`src/rtl/i_mem.sv`:
```
// Instruction ROM (256 x 8) with a registered read and a two-digit 7-segment hex view of the fetched word.
// Latency: instruction is valid 1 clk after Read_Address is sampled; segDisplay follows combinationally.
// Backpressure: none, a new fetch is accepted on every rising edge.
module i_mem #(
    parameter int ADDR_W = 8,
    parameter int DATA_W = 8
) (
    input  logic              clk,
    input  logic              RST,
    input  logic [ADDR_W-1:0] Read_Address,
    output logic [DATA_W-1:0] instruction,
    output logic [13:0]       segDisplay
);

    function automatic logic [DATA_W-1:0] rom_lookup(input logic [ADDR_W-1:0] addr);
        logic [DATA_W-1:0] word;
        case (addr)
            8'h00:   word = 8'h47;
            8'h01:   word = 8'h58;
            8'h02:   word = 8'h1D;
            8'h03:   word = 8'h06;
            8'h04:   word = 8'h92;
            8'h05:   word = 8'hC1;
            8'h06:   word = 8'h7F;
            8'h07:   word = 8'h20;
            8'h08:   word = 8'h35;
            8'h09:   word = 8'h8A;
            8'h0A:   word = 8'hE3;
            8'h0B:   word = 8'h11;
            8'h0C:   word = 8'h6C;
            8'h0D:   word = 8'hB4;
            8'h0E:   word = 8'h09;
            8'h0F:   word = 8'hFF;
            default: word = 8'h00;
        endcase
        return word;
    endfunction

    // Segment order {a,b,c,d,e,f,g}, active high, a in the MSB.
    function automatic logic [6:0] hex_to_seg(input logic [3:0] nib);
        logic [6:0] seg;
        case (nib)
            4'h0:    seg = 7'h7E;
            4'h1:    seg = 7'h30;
            4'h2:    seg = 7'h6D;
            4'h3:    seg = 7'h79;
            4'h4:    seg = 7'h33;
            4'h5:    seg = 7'h5B;
            4'h6:    seg = 7'h5F;
            4'h7:    seg = 7'h70;
            4'h8:    seg = 7'h7F;
            4'h9:    seg = 7'h7B;
            4'hA:    seg = 7'h77;
            4'hB:    seg = 7'h1F;
            4'hC:    seg = 7'h4E;
            4'hD:    seg = 7'h3D;
            4'hE:    seg = 7'h4F;
            default: seg = 7'h47;
        endcase
        return seg;
    endfunction

    always_ff @(posedge clk) begin
        if (!RST) begin
            instruction <= '0;
        end else begin
            instruction <= rom_lookup(Read_Address);
        end
    end

    always_comb begin
        segDisplay = {hex_to_seg(instruction[7:4]), hex_to_seg(instruction[3:0])};
    end

endmodule

```
`config.mk`:
```
export PLATFORM = sky130hd
export DESIGN_NAME = i_mem
export DESIGN_NICKNAME = d
export VERILOG_FILES = /design/src/rtl/i_mem.sv
export SDC_FILE = /design/constraint.sdc
export NUM_CORES = 1
export LEC_CHECK = 0
export CORE_MARGIN = 8
export CORE_UTILIZATION = 50
export CTS_CLUSTER_SIZE = 8
export DETAILED_ROUTE_END_ITERATION = 7
export PLACE_DENSITY = 0.85
export SLEW_MARGIN = 20
export SYNTH_ARGS = -nofsm -noshare
export SYNTH_HDL_FRONTEND = slang
export SYNTH_SLANG_ARGS = --single-unit
```
`constraint.sdc`:
```
create_clock -name clk -period 3.7 [get_ports clk]
set_input_delay 0.37 -clock clk [delete_from_list [all_inputs] [get_ports clk]]
set_output_delay 0.37 -clock clk [all_outputs]
set_load 0.01 [all_outputs]
```
==> impl_metrics.csv <==
group,metric,value,unit
placed_design,place.gp.congestion,0.9070,
timing,period_minus_slack,2.549,ns
routing,vias,938,
cts,cts.repair.resized,0,
power_and_ir_drop,power.share.switching,27.40,%
floorplanning,rows,16,
cts,cts_tree,"done",
cts,numCtsBuffers,3,
setup_path,end_kind,"output port",
cells_and_area,fin_cells,175,
synthesis,synth-async-reset-ratio,0,%
setup_path,criticalPathCategory,"reg -> out",
synthesis,yosys.area.top_type,"ha_1",
global_routing,grt_use_total,12.33,%
floorplanning,start_util,51.93,%
run_status,outcome,"completed",
setup_path,critical_path_required,3.33,ns
timing,fin_setup_tns,0,ns
routing,wire_per_inst,12.62,um
timing,slew_violations,0,
power_and_ir_drop,power_frac_seq,42.1,%
cts,htree_levels,1,
setup_path,cp_max_fo,6,
cells_and_area,regMostFlops,"instruction",
synthesis,synth_edf_count,0,
floorplanning,die_height,60.91,um
synthesis,yosys_register_bits,8,
cells_and_area,largest_reg_flops,8,
global_routing,antenna_found_initial,0,
synthesis,yosys.cell_count.top_type,"ha_1",
placed_design,dp_hpwl,1840,um
timing,finalHoldViolations,0,
timing,rsz0062_at_grt,"false",
routing,drcViolationCount,0,
power_and_ir_drop,powerDensity,160.1,mW/mm^2
routing,drt_wl_total,2209,um
global_routing,grt_max_degree,21,
setup_path,cp_data_arrival_time,2.18,ns
power_and_ir_drop,p_leak,0.5169,nW
cells_and_area,fin_nets,180,
timing,finalCritPeriodShare,68.90,%
floorplanning,core,0.001942,mm^2
hold_path,worst_hold_path_type,"in -> reg",
placed_design,io_buffers,31,
synthesis,yosysTopAreaCellShare,24.81,%
setup_path,start_kind,"flop",
synthesis,ys_warn_count,0,
synthesis,ys_top_cells_by_area,"ha_1 (25%), dfxtp_1 (16%), a21oi_1 (7.4%), a211oi_1 (5.2%), inv_1 (4.8%)",
cts,path_clk_slew,0.05,ns
synthesis,synth.distinct_cells,33,
routing,drtIter0Drc,15,
cts,clock-sinks,8,
timing,fmax,392.3,MHz
synthesis,synth_top_cells_by_count,"ha_1 (20), a21oi_1 (15), inv_1 (13), dfxtp_1 (8), a211oi_1 (7)",
global_routing,grt_pass1_vias,879,
timing,setup_viol,0,
cells_and_area,drive_gt1_share,7.432,%
synthesis,ys.flop_type,"dfxtp_1",
synthesis,syn_area,0.001008,mm^2
synthesis,ys_seq_area_share,15.88,%
routing,viasPerCell,5.360,
power_and_ir_drop,power.internal,0.1542,mW
job,cap_violations,0,
global_routing,grt_pass1_wl,3546,um
placed_design,placed_cells,172,
cts,ctsHoldBuffers,0,
cts,cts_buffer_depth,2,
floorplanning,ioPinCount,32,
floorplanning,dieWidth,60.91,um
power_and_ir_drop,p_sw,0.05820,mW
cells_and_area,diodes,0,
floorplanning,die_area,0.003710,mm^2
global_routing,grt_overflow_total,0,
synthesis,synth_nets,151,
cells_and_area,reg_top3,"instruction: 8 flops",
cells_and_area,fin_util,68.30,%
power_and_ir_drop,clkPwrFrac,31.3,%
synthesis,syn-instance-count,121,
cells_and_area,area_growth,31.51,%
timing,slew_headroom,63.82,%
cts,clockRootBuffer,"clkbuf_4",
synthesis,avgSynthCellArea,8.334,um^2
timing,worstMarginPinSlew,0.5410,ns
cts,cts_setup_buffers,0,
power_and_ir_drop,vdd_drop_max,0.1433,mV
routing,postRouteAntennaNets,0,
power_and_ir_drop,combinationalPowerShare,26.7,%
routing,dr.pass1.iters,4,
## through the flow
stage               setup slack, ns  total power [mW]  cell area, um^2  hold slack, ns
detailed placement            1.414            0.1477             1304           1.098
CTS                           1.142            0.2140             1326          0.8272
global route                  1.026            0.2223             1326          0.8802
floorplan                     1.943            0.1256             1008          0.5494
global placement              1.482            0.1457             1304           1.099
finish                        1.151            0.2124             1326          0.8258
## worst max-delay path, stage by stage, from the launching register on
cell             delay (ns)
dfxtp_1                0.41
inv_1                  0.13
ha_1                   0.29
inv_1                  0.05
mux4_2                 0.45
inv_1                  0.06
clkdlybuf4s50_1        0.53
## metal layers
metal	GRT usage, %	vias up	share of wire, %	wire length [um]
met1	11.98	430	38	840
li1	-	476	-	-
met3	1.483	7	4.8	106
met4	8.970	0	2.6	58
met5	0	-	0	0
met2	23.23	25	55	1204
## logic make-up after synthesis
logic type	Yosys count	share of synthesized area, %
AO/OA/AOI/OAI	34	21.59
flip-flops	8	15.88
adder cells (fa/ha/maj)	20	24.81
XOR/XNOR	2	1.737
AND/OR/NAND/NOR	29	15.51
buffers and inverters	20	9.677
multiplexers	8	10.79
## power by group through the flow
stage	clock network [mW]	registers, mW	logic (mW)
after floorplan	0	0.0903	0.0352
final	0.0665	0.0893	0.0566
after detailed placement	0	0.0911	0.0566
after global routing	0.0700	0.0896	0.0628
after CTS	0.0678	0.0893	0.0569
after global placement	0	0.0910	0.0548
## final timing paths
kind	startpoint	cells after the start	slack (ns)	end
worst max-delay path	instruction[1]$_SDFF_PN0_	6	1.15	segDisplay[3]
worst min-delay path	RST	3	0.83	instruction[4]$_SDFF_PN0_
## layout by cell type, fill, tap and decap left out, types with 2 or more instances in the layout
cell	instances
and2b_1	2
o21ai_0	4
ha_1	20
mux2_2	3
inv_1	13
clkbuf_4	3
xnor2_1	2
clkdlybuf4s50_1	31
a31oi_1	2
nor3b_1	2
nand3_1	2
mux2i_1	3
a21oi_1	15
a211oi_1	7
dfxtp_1	8
nor2b_1	4
mux4_2	2
nor3_1	4
nand2_1	4
nor2_1	6
## layout make-up
cell class,instances,area [um^2]
clock buffer,3,22.52
fill,162,615.6
inverter,13,48.80
multi-input combinational,93,750.7
sequential,8,160.2
tap,27,33.78
timing repair buffer,31,310.3
Note: power is estimated with default switching activity, not from simulation.
